## src/rtl/soc_bus_arb_pkg.sv

```systemverilog
// Shared types and constants for the SOC-bus round-robin arbiter.
package soc_bus_arb_pkg;

  // Word address, byte enables and data of one SOC-bus access.
  typedef logic [29:0] soc_addr_t;
  typedef logic [3:0]  soc_we_t;
  typedef logic [31:0] soc_data_t;

  // Clock-cycle counter inside one microsecond of the 80 MHz timebase.
  typedef logic [6:0]  cnt_1us_t;

  localparam int SOC_ARB_NREQ_MAX = 8;
  localparam int SOC_CLK_PER_US   = 80;

  typedef enum logic [1:0] {
    IDLE = 2'd0,
    BUSY = 2'd1,
    DONE = 2'd2
  } arb_state_t;

endpackage

```

## src/rtl/soc_bus_arb_if.sv

```systemverilog
// Requester-side and target-side handshake of the SOC-bus arbiter.
// The master modport is the arbiter itself; the slave modport is its environment.
interface soc_bus_arb_if #(
  parameter int NUM_REQ = 4
);
  import soc_bus_arb_pkg::*;

  logic [NUM_REQ-1:0]      req_vld;
  soc_addr_t [NUM_REQ-1:0] req_addr;
  soc_we_t [NUM_REQ-1:0]   req_we;
  soc_data_t [NUM_REQ-1:0] req_wdat;
  logic [NUM_REQ-1:0]      req_done;
  logic                    req_err;
  soc_data_t               req_rdat;

  logic                    tgt_vld;
  soc_addr_t               tgt_addr;
  soc_we_t                 tgt_we;
  soc_data_t               tgt_wdat;
  logic                    tgt_rdy;
  soc_data_t               tgt_rdat;

  modport master (
    input  req_vld, req_addr, req_we, req_wdat, tgt_rdy, tgt_rdat,
    output req_done, req_err, req_rdat, tgt_vld, tgt_addr, tgt_we, tgt_wdat
  );

  modport slave (
    output req_vld, req_addr, req_we, req_wdat, tgt_rdy, tgt_rdat,
    input  req_done, req_err, req_rdat, tgt_vld, tgt_addr, tgt_we, tgt_wdat
  );

endinterface

```

## src/rtl/soc_bus_arb_rr_pick.sv

```systemverilog
// Combinational round-robin picker: first requester at or after last_idx+1, with wrap.
module soc_rr_pick #(
  parameter int NUM_REQ = 4
) (
  input  logic [NUM_REQ-1:0]         req,
  input  logic [$clog2(NUM_REQ)-1:0] last_idx,
  output logic [$clog2(NUM_REQ)-1:0] gnt_idx,
  output logic                       any_vld
);

  localparam int IW = $clog2(NUM_REQ);

  // Scan from the farthest offset down to the nearest so the nearest hit wins.
  always_comb begin
    int   cand_s;
    logic hit_s;
    gnt_idx = '0;
    any_vld = 1'b0;
    cand_s  = 0;
    hit_s   = 1'b0;
    for (int i = NUM_REQ; i >= 1; i--) begin
      cand_s  = int'(last_idx) + i;
      cand_s  = (cand_s >= NUM_REQ) ? (cand_s - NUM_REQ) : cand_s;
      hit_s   = req[IW'(cand_s)];
      gnt_idx = hit_s ? IW'(cand_s) : gnt_idx;
      any_vld = any_vld | hit_s;
    end
  end

endmodule

```

## src/rtl/soc_bus_arb.sv

```systemverilog
// Round-robin arbiter sharing one SOC-bus target among NUM_REQ requesters,
// one access at a time, with a microsecond-paced watchdog on hung targets.
module soc_bus_arb
  import soc_bus_arb_pkg::*;
#(
  parameter int NUM_REQ    = 4,
  parameter int TIMEOUT_US = 16,
  parameter int ERRW       = 16
) (
  input  logic                       clk,
  input  logic                       arst_n,
  input  logic                       tick_1us,
  soc_bus_arb_if.master              bus,
  output logic [$clog2(NUM_REQ)-1:0] gnt_idx,
  output logic [ERRW-1:0]            err_cnt
);

  localparam int IW = $clog2(NUM_REQ);
  // A disabled watchdog still keeps a 1-bit counter so no vector is zero-width.
  localparam int TW = (TIMEOUT_US > 0) ? $clog2(TIMEOUT_US + 1) : 1;
  localparam logic [TW-1:0] TMO_LAST = TW'((TIMEOUT_US > 0) ? (TIMEOUT_US - 1) : 0);
  localparam logic TMO_EN = (TIMEOUT_US > 0);

  arb_state_t      state_r;
  logic [IW-1:0]   last_gnt_r;
  logic [TW-1:0]   tmo_cnt_r;
  logic [IW-1:0]   pick_idx_s;
  logic            pick_vld_s;
  logic            tmo_hit_s;

  soc_rr_pick #(.NUM_REQ(NUM_REQ)) u_pick (
    .req      (bus.req_vld),
    .last_idx (last_gnt_r),
    .gnt_idx  (pick_idx_s),
    .any_vld  (pick_vld_s)
  );

  // The tick that would bring the counter up to TIMEOUT_US ends the access.
  assign tmo_hit_s = TMO_EN && tick_1us && (tmo_cnt_r == TMO_LAST);

  // Arbitration FSM; every bus-facing output is a register written here.
  always_ff @(posedge clk or negedge arst_n) begin
    if (!arst_n) begin
      state_r      <= IDLE;
      last_gnt_r   <= IW'(NUM_REQ - 1);
      tmo_cnt_r    <= '0;
      gnt_idx      <= '0;
      err_cnt      <= '0;
      bus.req_done <= '0;
      bus.req_err  <= 1'b0;
      bus.req_rdat <= '0;
      bus.tgt_vld  <= 1'b0;
      bus.tgt_addr <= '0;
      bus.tgt_we   <= '0;
      bus.tgt_wdat <= '0;
    end else begin
      bus.req_done <= '0;
      case (state_r)
        IDLE: begin
          if (pick_vld_s) begin
            bus.tgt_vld  <= 1'b1;
            bus.tgt_addr <= bus.req_addr[pick_idx_s];
            bus.tgt_we   <= bus.req_we[pick_idx_s];
            bus.tgt_wdat <= bus.req_wdat[pick_idx_s];
            gnt_idx      <= pick_idx_s;
            last_gnt_r   <= pick_idx_s;
            tmo_cnt_r    <= '0;
            state_r      <= BUSY;
          end
        end
        BUSY: begin
          // A ready target beats a watchdog expiry in the same clock.
          if (bus.tgt_rdy) begin
            bus.tgt_vld           <= 1'b0;
            bus.req_rdat          <= bus.tgt_rdat;
            bus.req_err           <= 1'b0;
            bus.req_done[gnt_idx] <= 1'b1;
            state_r               <= DONE;
          end else if (tmo_hit_s) begin
            bus.tgt_vld           <= 1'b0;
            bus.req_rdat          <= '0;
            bus.req_err           <= 1'b1;
            bus.req_done[gnt_idx] <= 1'b1;
            if (err_cnt != {ERRW{1'b1}}) begin
              err_cnt <= err_cnt + ERRW'(1);
            end
            state_r               <= DONE;
          end else if (tick_1us) begin
            tmo_cnt_r <= tmo_cnt_r + TW'(1);
          end
        end
        // One quiet clock lets the finished requester drop or replace its request.
        DONE: begin
          state_r <= IDLE;
        end
        default: begin
          state_r <= IDLE;
        end
      endcase
    end
  end

endmodule

```

## src/flat_wrapper.sv

```systemverilog
// flat-port wrapper written by rule: the top's interface ports become plain ports
module soc_bus_arb_flat import soc_bus_arb_pkg::*;
#(
  parameter int NUM_REQ    = 4,
  parameter int TIMEOUT_US = 16,
  parameter int ERRW       = 16
)
  (clk, arst_n, tick_1us, gnt_idx, err_cnt, bus_req_vld, bus_req_addr, bus_req_we, bus_req_wdat, bus_tgt_rdy, bus_tgt_rdat, bus_req_done, bus_req_err, bus_req_rdat, bus_tgt_vld, bus_tgt_addr, bus_tgt_we, bus_tgt_wdat);
  soc_bus_arb_if #(.NUM_REQ(NUM_REQ)) bus_i ();
  input  logic clk;
  input  logic arst_n;
  input  logic tick_1us;
  output logic [$clog2(NUM_REQ)-1:0] gnt_idx;
  output logic [ERRW-1:0] err_cnt;
  input wire logic [$bits(bus_i.req_vld)-1:0] bus_req_vld;
  input wire logic [$bits(bus_i.req_addr)-1:0] bus_req_addr;
  input wire logic [$bits(bus_i.req_we)-1:0] bus_req_we;
  input wire logic [$bits(bus_i.req_wdat)-1:0] bus_req_wdat;
  input wire logic [$bits(bus_i.tgt_rdy)-1:0] bus_tgt_rdy;
  input wire logic [$bits(bus_i.tgt_rdat)-1:0] bus_tgt_rdat;
  output wire logic [$bits(bus_i.req_done)-1:0] bus_req_done;
  output wire logic [$bits(bus_i.req_err)-1:0] bus_req_err;
  output wire logic [$bits(bus_i.req_rdat)-1:0] bus_req_rdat;
  output wire logic [$bits(bus_i.tgt_vld)-1:0] bus_tgt_vld;
  output wire logic [$bits(bus_i.tgt_addr)-1:0] bus_tgt_addr;
  output wire logic [$bits(bus_i.tgt_we)-1:0] bus_tgt_we;
  output wire logic [$bits(bus_i.tgt_wdat)-1:0] bus_tgt_wdat;
  assign bus_i.req_vld = bus_req_vld;
  assign bus_i.req_addr = bus_req_addr;
  assign bus_i.req_we = bus_req_we;
  assign bus_i.req_wdat = bus_req_wdat;
  assign bus_i.tgt_rdy = bus_tgt_rdy;
  assign bus_i.tgt_rdat = bus_tgt_rdat;
  assign bus_req_done = bus_i.req_done;
  assign bus_req_err = bus_i.req_err;
  assign bus_req_rdat = bus_i.req_rdat;
  assign bus_tgt_vld = bus_i.tgt_vld;
  assign bus_tgt_addr = bus_i.tgt_addr;
  assign bus_tgt_we = bus_i.tgt_we;
  assign bus_tgt_wdat = bus_i.tgt_wdat;
  soc_bus_arb #(.NUM_REQ(NUM_REQ), .TIMEOUT_US(TIMEOUT_US), .ERRW(ERRW)) u_core (.clk(clk), .arst_n(arst_n), .tick_1us(tick_1us), .bus(bus_i), .gnt_idx(gnt_idx), .err_cnt(err_cnt));
endmodule
```

## config.mk

```make
export PLATFORM = sky130hd
export DESIGN_NAME = soc_bus_arb_flat
export DESIGN_NICKNAME = d
export VERILOG_FILES = /design/src/rtl/soc_bus_arb_pkg.sv /design/src/rtl/soc_bus_arb_if.sv /design/src/rtl/soc_bus_arb_rr_pick.sv /design/src/rtl/soc_bus_arb.sv /design/src/flat_wrapper.sv
export SDC_FILE = /design/constraint.sdc
export NUM_CORES = 1
export LEC_CHECK = 0
export CORE_AREA = 4 4 161 163
export CTS_BUF_LIST = sky130_fd_sc_hd__clkbuf_4 sky130_fd_sc_hd__clkbuf_8 sky130_fd_sc_hd__clkbuf_16
export DETAILED_ROUTE_END_ITERATION = 12
export DIE_AREA = 0 0 165 167
export GPL_TIMING_DRIVEN = 0
export SYNTH_ARGS = -nofsm -noshare
export SYNTH_HDL_FRONTEND = slang
export SYNTH_SLANG_ARGS = --single-unit
```

## constraint.sdc

```tcl
create_clock -name clk -period 3.9 [get_ports clk]
set_input_delay 0.585 -clock clk [delete_from_list [all_inputs] [get_ports clk]]
set_output_delay 0.585 -clock clk [all_outputs]
set_load 0.02 [all_outputs]
```

==> run_results.csv, run 1 <==
group,metric,value,unit
setup_path,startpoint_type,"input port",
yosys,syn_inst,590,
flow_run,maxCapViolations,0,
cells_and_area,fin_util,49.9,%
floorplanning,die_h,167,um
yosys,avgSynthCellArea,11.6,um^2
cts,post_cts_buffers,0,
detailed_routing,wl_per_cell,21.6,um
sta,final-hold-violation-count,0,
yosys,synth_edf_count,0,
floorplanning,initial_utilization,28.0,%
cts,clk_latency,0.43,ns
yosys,synth-async-reset-ratio,100,%
placement,placed_area,11500,um^2
setup_path,critical_path_class,"input port to flop",
setup_path,cp_max_fo,10,
sta,setup_violations,0,
setup_path,crit_slowest_cell,"clkbuf_1",
yosys,yosysWarnings,0,
yosys,yosys_register_bits,131,
setup_path,crit_required,4.17,ns
sta,tightest_slew,0.794,ns
cells_and_area,syn_to_final_growth,78.0,%
min_path,min_path_type,"input port to asynchronous set/reset pin",
sta,period_minus_slack,2.71,ns
status,status,"finished clean",
cts,cts_resized,0,
setup_path,max_stage_delay,0.63,ns
sta,report.final.slew_viol_count,0,
sta,layout_setup_ws,1.19,ns
cells_and_area,nNetsFinal,1342,
grt,gr-total-overflow,0,
detailed_routing,drtPass1Iterations,4,
sta,relSlewSlack,47.0,%
sta,skew,0.00971,ns
grt,grt_pass1_vias,6811,
detailed_routing,first_iter_violations,216,
setup_path,path_cells,"clkdlybuf4s50_1, nor4_1, nor3_1, nand2_1, buf_2, clkbuf_1, o221ai_1",
placement,dpl_worst_slack,0.678,ns
sta,holdWs,0.118,ns
cells_and_area,final_area,12100,um^2
cts,cts_hold_buf,0,
cells_and_area,antennaDiodeCount,0,
detailed_routing,vias,6556,
power_and_ir_drop,power.leakage,5.23,nW
floorplanning,die_x,165,um
grt,grt_util_all_layers,20.6,%
setup_path,crit_path_end_kind,"flop",
sta,fmax,0.368,GHz
cells_and_area,layout-drive-gt1-share,8.11,%
floorplanning,die-area,27600,um^2
cts,cts_tree,"built",
yosys,seq_area_frac_synth,48.1,%
detailed_routing,viasPerCell,4.78,
placement,gp_congestion,0.795,
cts,clockBufferDepth,2,
power_and_ir_drop,power,7.63,mW
grt,antenna_found_initial,0,
power_and_ir_drop,ir_drop,0.335,mV
sta,period_share,69.6,%
grt,grt_pass1_wl,42800,um
cts,cts_buffers,17,
detailed_routing,ant_nets,0,
yosys,synth_top_flop_cell,"dfrtp_1",
cts,cts_sinks,131,
sta,rsz0062_at_grt,"no",
yosys,synth_cell_types,43,
floorplanning,rows,57,
detailed_routing,drc,0,
yosys,synthesis.nets,897,
sta,setup_tns,0,ns
power_and_ir_drop,pwr_density_cell,628,nW/um^2
detailed_routing,wl,29600,um
floorplanning,coreArea,24300,um^2
cells_and_area,final_cells,1372,
placement,hpwl,23600,um
cts,clk_pin_slew,0.07,ns
yosys,syn_area,6820,um^2
setup_path,worstPathArrival,2.98,ns
floorplanning,ios,426,
grt,grt_max_degree,76,
placement,io_buffers,425,
placement,place_inst,1340,
cts,cts_root_buffer,"clkbuf_16",
cts,h-tree-depth,4,
==> worst max-delay path, delay by kind of cell <==
family                 cells  cell delay, ns
AOI/OAI and AO/OA          1            0.24
and+or+nand+nor            3            0.81
buffers and inverters      3            1.34
==> power breakdown <==
part	internal, mW	total (mW)	switching (mW)	leakage [nW]
clock	0.880	1.66	0.778	0.303
sequential	1.86	2.14	0.280	1.65
combinational	1.85	3.83	1.98	3.28
==> synth_stat cells (all sizes together), types with 4 or more instances <==
| cell type | n | share of area, % |
|---|---|---|
| mux2i | 133 | 20 |
| dfrtp | 129 | 47 |
| nand2 | 86 | 4.7 |
| o221ai | 67 | 10 |
| a22o | 32 | 4.1 |
| buf | 28 | 3.0 |
| clkbuf | 18 | 1.0 |
| nor2 | 13 | 0.72 |
| xnor2 | 12 | 1.5 |
| nand3 | 10 | 0.73 |
| nor3 | 6 | 0.44 |
| and3 | 5 | 0.46 |
| inv | 5 | 0.28 |
| xor2 | 5 | 0.64 |
| a21oi | 4 | 0.29 |
==> metal layers <==
metal  GRT usage (%)  vias to the layer above  wire [um]
met5               0                        -          0
met4            6.73                        0        820
met3            5.96                       40       2430
met2            36.5                      274      15000
met1            23.7                     3124      11400
li1                -                     3118          -
==> layout by cell type (no fill, tap or decap), drive strengths merged, types with 4 or more instances in the layout <==
cell,count
inv,11
o221ai,67
nor2,13
a21oi,4
buf,30
clkbuf,35
clkinv,9
clkdlybuf4s50,424
nand3,10
mux2i,133
and3,5
xnor2,12
xor2,5
a22o,32
dfrtp,129
nor3,6
nand2,86
==> state kept, by name (all words and copies together) (netlist names) <==
register,cells
u_core.last_gnt_r,2
u_core.bus.tgt_vld,1
u_core.state_r,2
u_core.bus.tgt_wdat,32
u_core.bus.req_err,1
u_core.gnt_idx,2
u_core.bus.req_rdat,32
u_core.bus.req_done,4
u_core.err_cnt,16
u_core.tmo_cnt_r,5
u_core.bus.tgt_we,4
u_core.bus.tgt_addr,30
==> final cells by class <==
type,instances,area (um^2)
Clock buffer,17,425
Inverter,5,18.8
Sequential cell,131,3280
Buffer,46,272
Timing Repair Buffer,426,4280
Clock inverter,15,206
Multi-Input combinational cell,408,3250
Tap cell,324,405
Fill cell,2237,12200
==> final timing paths <==
check / endpoint / cells after the start / start / slack [ns]
max: u_core.bus.tgt_wdat[29] / 7 / bus_req_vld[0] / 1.19
min: u_core.bus.tgt_wdat[27] / 1 / arst_n / 0.12
max reg2reg: u_core.tmo_cnt_r[0] / 8 / u_core.tmo_cnt_r[0] / 1.30
min reg2reg: u_core.bus.tgt_vld / 2 / u_core.bus.tgt_vld / 0.48
max in group asynchronous: u_core.last_gnt_r[1] / 2 / arst_n / 2.95
min in group clk: u_core.bus.tgt_vld / 2 / u_core.bus.tgt_vld / 0.48
==> cells by family (layout without fill, tap and decap cells) <==
logic type      after synthesis  after routing  share of synthesized area, %
buf+inv                      51            509                          4.26
mux                         134            134                          19.7
compound gates              114            114                          16.0
simple gates                140            140                          9.21
fa+ha+maj                     3              3                         0.551
flops                       131            131                          48.1
xor+xnor                     17             17                          2.18
Note: power is estimated with default switching activity, not from simulation.
==> run 2: changes to the inputs <==
--- a/config.mk
+++ b/config.mk
@@ -5,10 +5,10 @@
 export SDC_FILE = /design/constraint.sdc
 export NUM_CORES = 1
 export LEC_CHECK = 0
-export CORE_AREA = 4 4 161 163
+export CORE_AREA = 4 4 165 167
 export CTS_BUF_LIST = sky130_fd_sc_hd__clkbuf_4 sky130_fd_sc_hd__clkbuf_8 sky130_fd_sc_hd__clkbuf_16
 export DETAILED_ROUTE_END_ITERATION = 12
-export DIE_AREA = 0 0 165 167
+export DIE_AREA = 0 0 169 171
 export GPL_TIMING_DRIVEN = 0
 export SYNTH_ARGS = -nofsm -noshare
 export SYNTH_HDL_FRONTEND = slang
==> constraint.sdc (replaced) <==
create_clock -name clk -period 2.3 [get_ports clk]
set_input_delay 0.345 -clock clk [delete_from_list [all_inputs] [get_ports clk]]
set_output_delay 0.345 -clock clk [all_outputs]
set_load 0.02 [all_outputs]
==> run 2 against run 1 <==
Sequential cell count stayed put. Routed wire length is 0.74% lower. Via count is 0.15% lower. Worst hold slack better by 0.36 ns. Global-route usage is 1.4 points lower. Die area is 4.9% higher. Clock power is 65% higher. Utilization is 2.3 points lower. Setup slack worse by 1.1 ns. Sequential power is 70% higher. Critical path depth is 1 higher.
==> run_results.csv, run 2 (synthesis results as in run 1) <==
group,metric,value,unit
power_and_ir_drop,switchingPower,5.05,mW
power_and_ir_drop,p_clk_share,21.1,%
sta,fmax,0.449,GHz
power_and_ir_drop,power,13.0,mW
sta,holdWs,0.475,ns
sta,relSlewSlack,58.5,%
sta,setup_tns,0,ns
grt,grt_util_all_layers,19.2,%
setup_path,worstPathArrival,2.50,ns
setup_path,crit_path_end_kind,"flop",
detailed_routing,drtPass1Iterations,4,
grt,gr-total-overflow,0,
cells_and_area,final_area,12300,um^2
cells_and_area,fillers,2489,
sta,final-hold-violation-count,0,
detailed_routing,ant_nets,0,
power_and_ir_drop,pwr_density_cell,1060,nW/um^2
sta,period_share,96.8,%
cts,cts_buffers,17,
min_path,min_path_type,"flop to flop",
grt,antenna_found_initial,0,
sta,period_minus_slack,2.23,ns
cells_and_area,syn_to_final_growth,80.0,%
detailed_routing,viasPerCell,4.72,
cts,clk_latency,0.42,ns
grt,grt_pass1_vias,6977,
cells_and_area,top_regs,"u_core.bus.req_rdat (32), u_core.bus.tgt_wdat (32), u_core.bus.tgt_addr (30)",
cells_and_area,nNetsFinal,1346,
cells_and_area,layout_common_cells,"424 x clkdlybuf4s50_1, 129 x dfrtp_1, 124 x mux2i_1",
setup_path,crit_buf_inv,3,
sta,skew,0.0113,ns
cells_and_area,fin_util,47.6,%
detailed_routing,wl,29400,um
cells_and_area,layout-drive-gt1-share,10.2,%
cells_and_area,antennaDiodeCount,0,
setup_path,startpoint_type,"flop",
placement,gp_congestion,0.785,
floorplanning,die_h,171,um
grt,grt_max_degree,69,
sta,report.final.slew_viol_count,0,
placement,placed_area,11500,um^2
placement,dpl_worst_slack,-0.648,ns
floorplanning,initial_utilization,26.5,%
setup_path,max_stage_delay,0.59,ns
sta,tightest_slew,0.622,ns
setup_path,path_cells,"nand2b_1, a21oi_1, o221ai_1, buf_4, buf_6, buf_6, mux2i_2, o221ai_2",
setup_path,crit_family,"buffers and inverters",
power_and_ir_drop,comb_power_share,51.0,%
cts,clk_pin_slew,0.06,ns
detailed_routing,first_iter_violations,219,
status,status,"finished clean",
detailed_routing,drc,0,
cts,cts_root_buffer,"clkbuf_16",
sta,setup_violations,0,
floorplanning,die_x,169,um
cells_and_area,final_cells,1387,
detailed_routing,vias,6546,
flow_run,maxCapViolations,0,
cts,clockBufferDepth,2,
setup_path,crit_required,2.58,ns
floorplanning,die-area,28900,um^2
setup_path,crit_slowest_cell,"dfstp_2",
placement,io_buffers,425,
floorplanning,coreArea,25800,um^2
cells_and_area,mostFrequentLayoutCell,"clkdlybuf4s50_1",
power_and_ir_drop,power.leakage,5.25,nW
cts,cts_sinks,131,
setup_path,critical_path_class,"flop to flop",
grt,grt_pass1_wl,42400,um
cts,cts_tree,"built",
sta,layout_setup_ws,0.0737,ns
power_and_ir_drop,swShare,38.8,%
floorplanning,ios,426,
setup_path,cp_max_fo,10,
power_and_ir_drop,power.share.sequential,27.9,%
floorplanning,rows,59,
power_and_ir_drop,ir_drop,0.507,mV
detailed_routing,wl_per_cell,21.2,um
power_and_ir_drop,internal_power,7.96,mW
sta,rsz0062_at_grt,"yes",
setup_path,path_common_cell,"buf_6",
placement,hpwl,23100,um
placement,place_inst,1351,
cts,h-tree-depth,4,
==> run 2: cell types whose count changed in the layout (fill, tap and decap cells not counted), sizes merged <==
cell,delta
clkinv,-8
buf,+3
inv,+3
clkbuf,+2
clkinvlp,+2
bufinv,+1
dlygate4sd3,+1
==> run 2: final cells by class <==
class                      count  area (um^2)  area share [%]
timing repair buffer         432         4330            35.3
multi-input combinational    408         3360            27.4
sequential                   131         3280            26.7
clock buffer                  19          447            3.64
tap                          335          419            3.42
buffer                        44          275            2.24
clock inverter                13          140            1.14
inverter                       5         18.8           0.153
==> run 2: tightest hold or removal path, cell delays in order, from the launching register on <==
cell	delay, ns
dfrtp_1	0.34
nand2_1	0.05
nand2_1	0.05
==> run 2: layer usage <==
layer	share of wire, %	track usage [%]	vias up
li1	-	-	3127
met3	8.3	5.94	28
met5	0	0	-
met2	51	34.4	261
met1	39	22.3	3130
met4	1.6	5.22	0
==> run 2: final timing paths <==
| check | endpoint | slack (ns) | cells past startpoint | start |
|---|---|---|---|---|
| setup / recovery | u_core.bus.tgt_wdat[10] | 0.07 | 8 | u_core.last_gnt_r[1] |
| hold / removal | u_core.bus.tgt_vld | 0.48 | 2 | u_core.bus.tgt_vld |
| setup reg to reg | u_core.bus.tgt_wdat[10] | 0.07 | 8 | u_core.last_gnt_r[1] |
| hold reg to reg | u_core.bus.tgt_vld | 0.48 | 2 | u_core.bus.tgt_vld |
| max in group asynchronous | u_core.last_gnt_r[0] | 1.01 | 3 | arst_n |
| min in group asynchronous | u_core.err_cnt[1] | 0.49 | 2 | arst_n |
==> run 2: repair_timing <==
item / 4_1_cts / 5_1_grt
pin swaps: 1 / 2
setup endpoints to repair: 41 / 60
setup buffers: 0 / 5
hold buffers: 1 / 0
resized for setup: 11 / 19
endpoints found under the hold margin: 63 / 0
gates cloned: 0 / 0
==> run 2: power groups by stage <==
stage | Clock, mW | Sequential (mW) | Combinational (mW)
floorplan | 0 | 4.61 | 2.46
global placement | 0 | 3.64 | 6.59
detailed placement | 0 | 3.65 | 6.62
CTS | 2.82 | 3.62 | 6.68
global route | 2.93 | 3.73 | 7.06
finish | 2.74 | 3.63 | 6.64
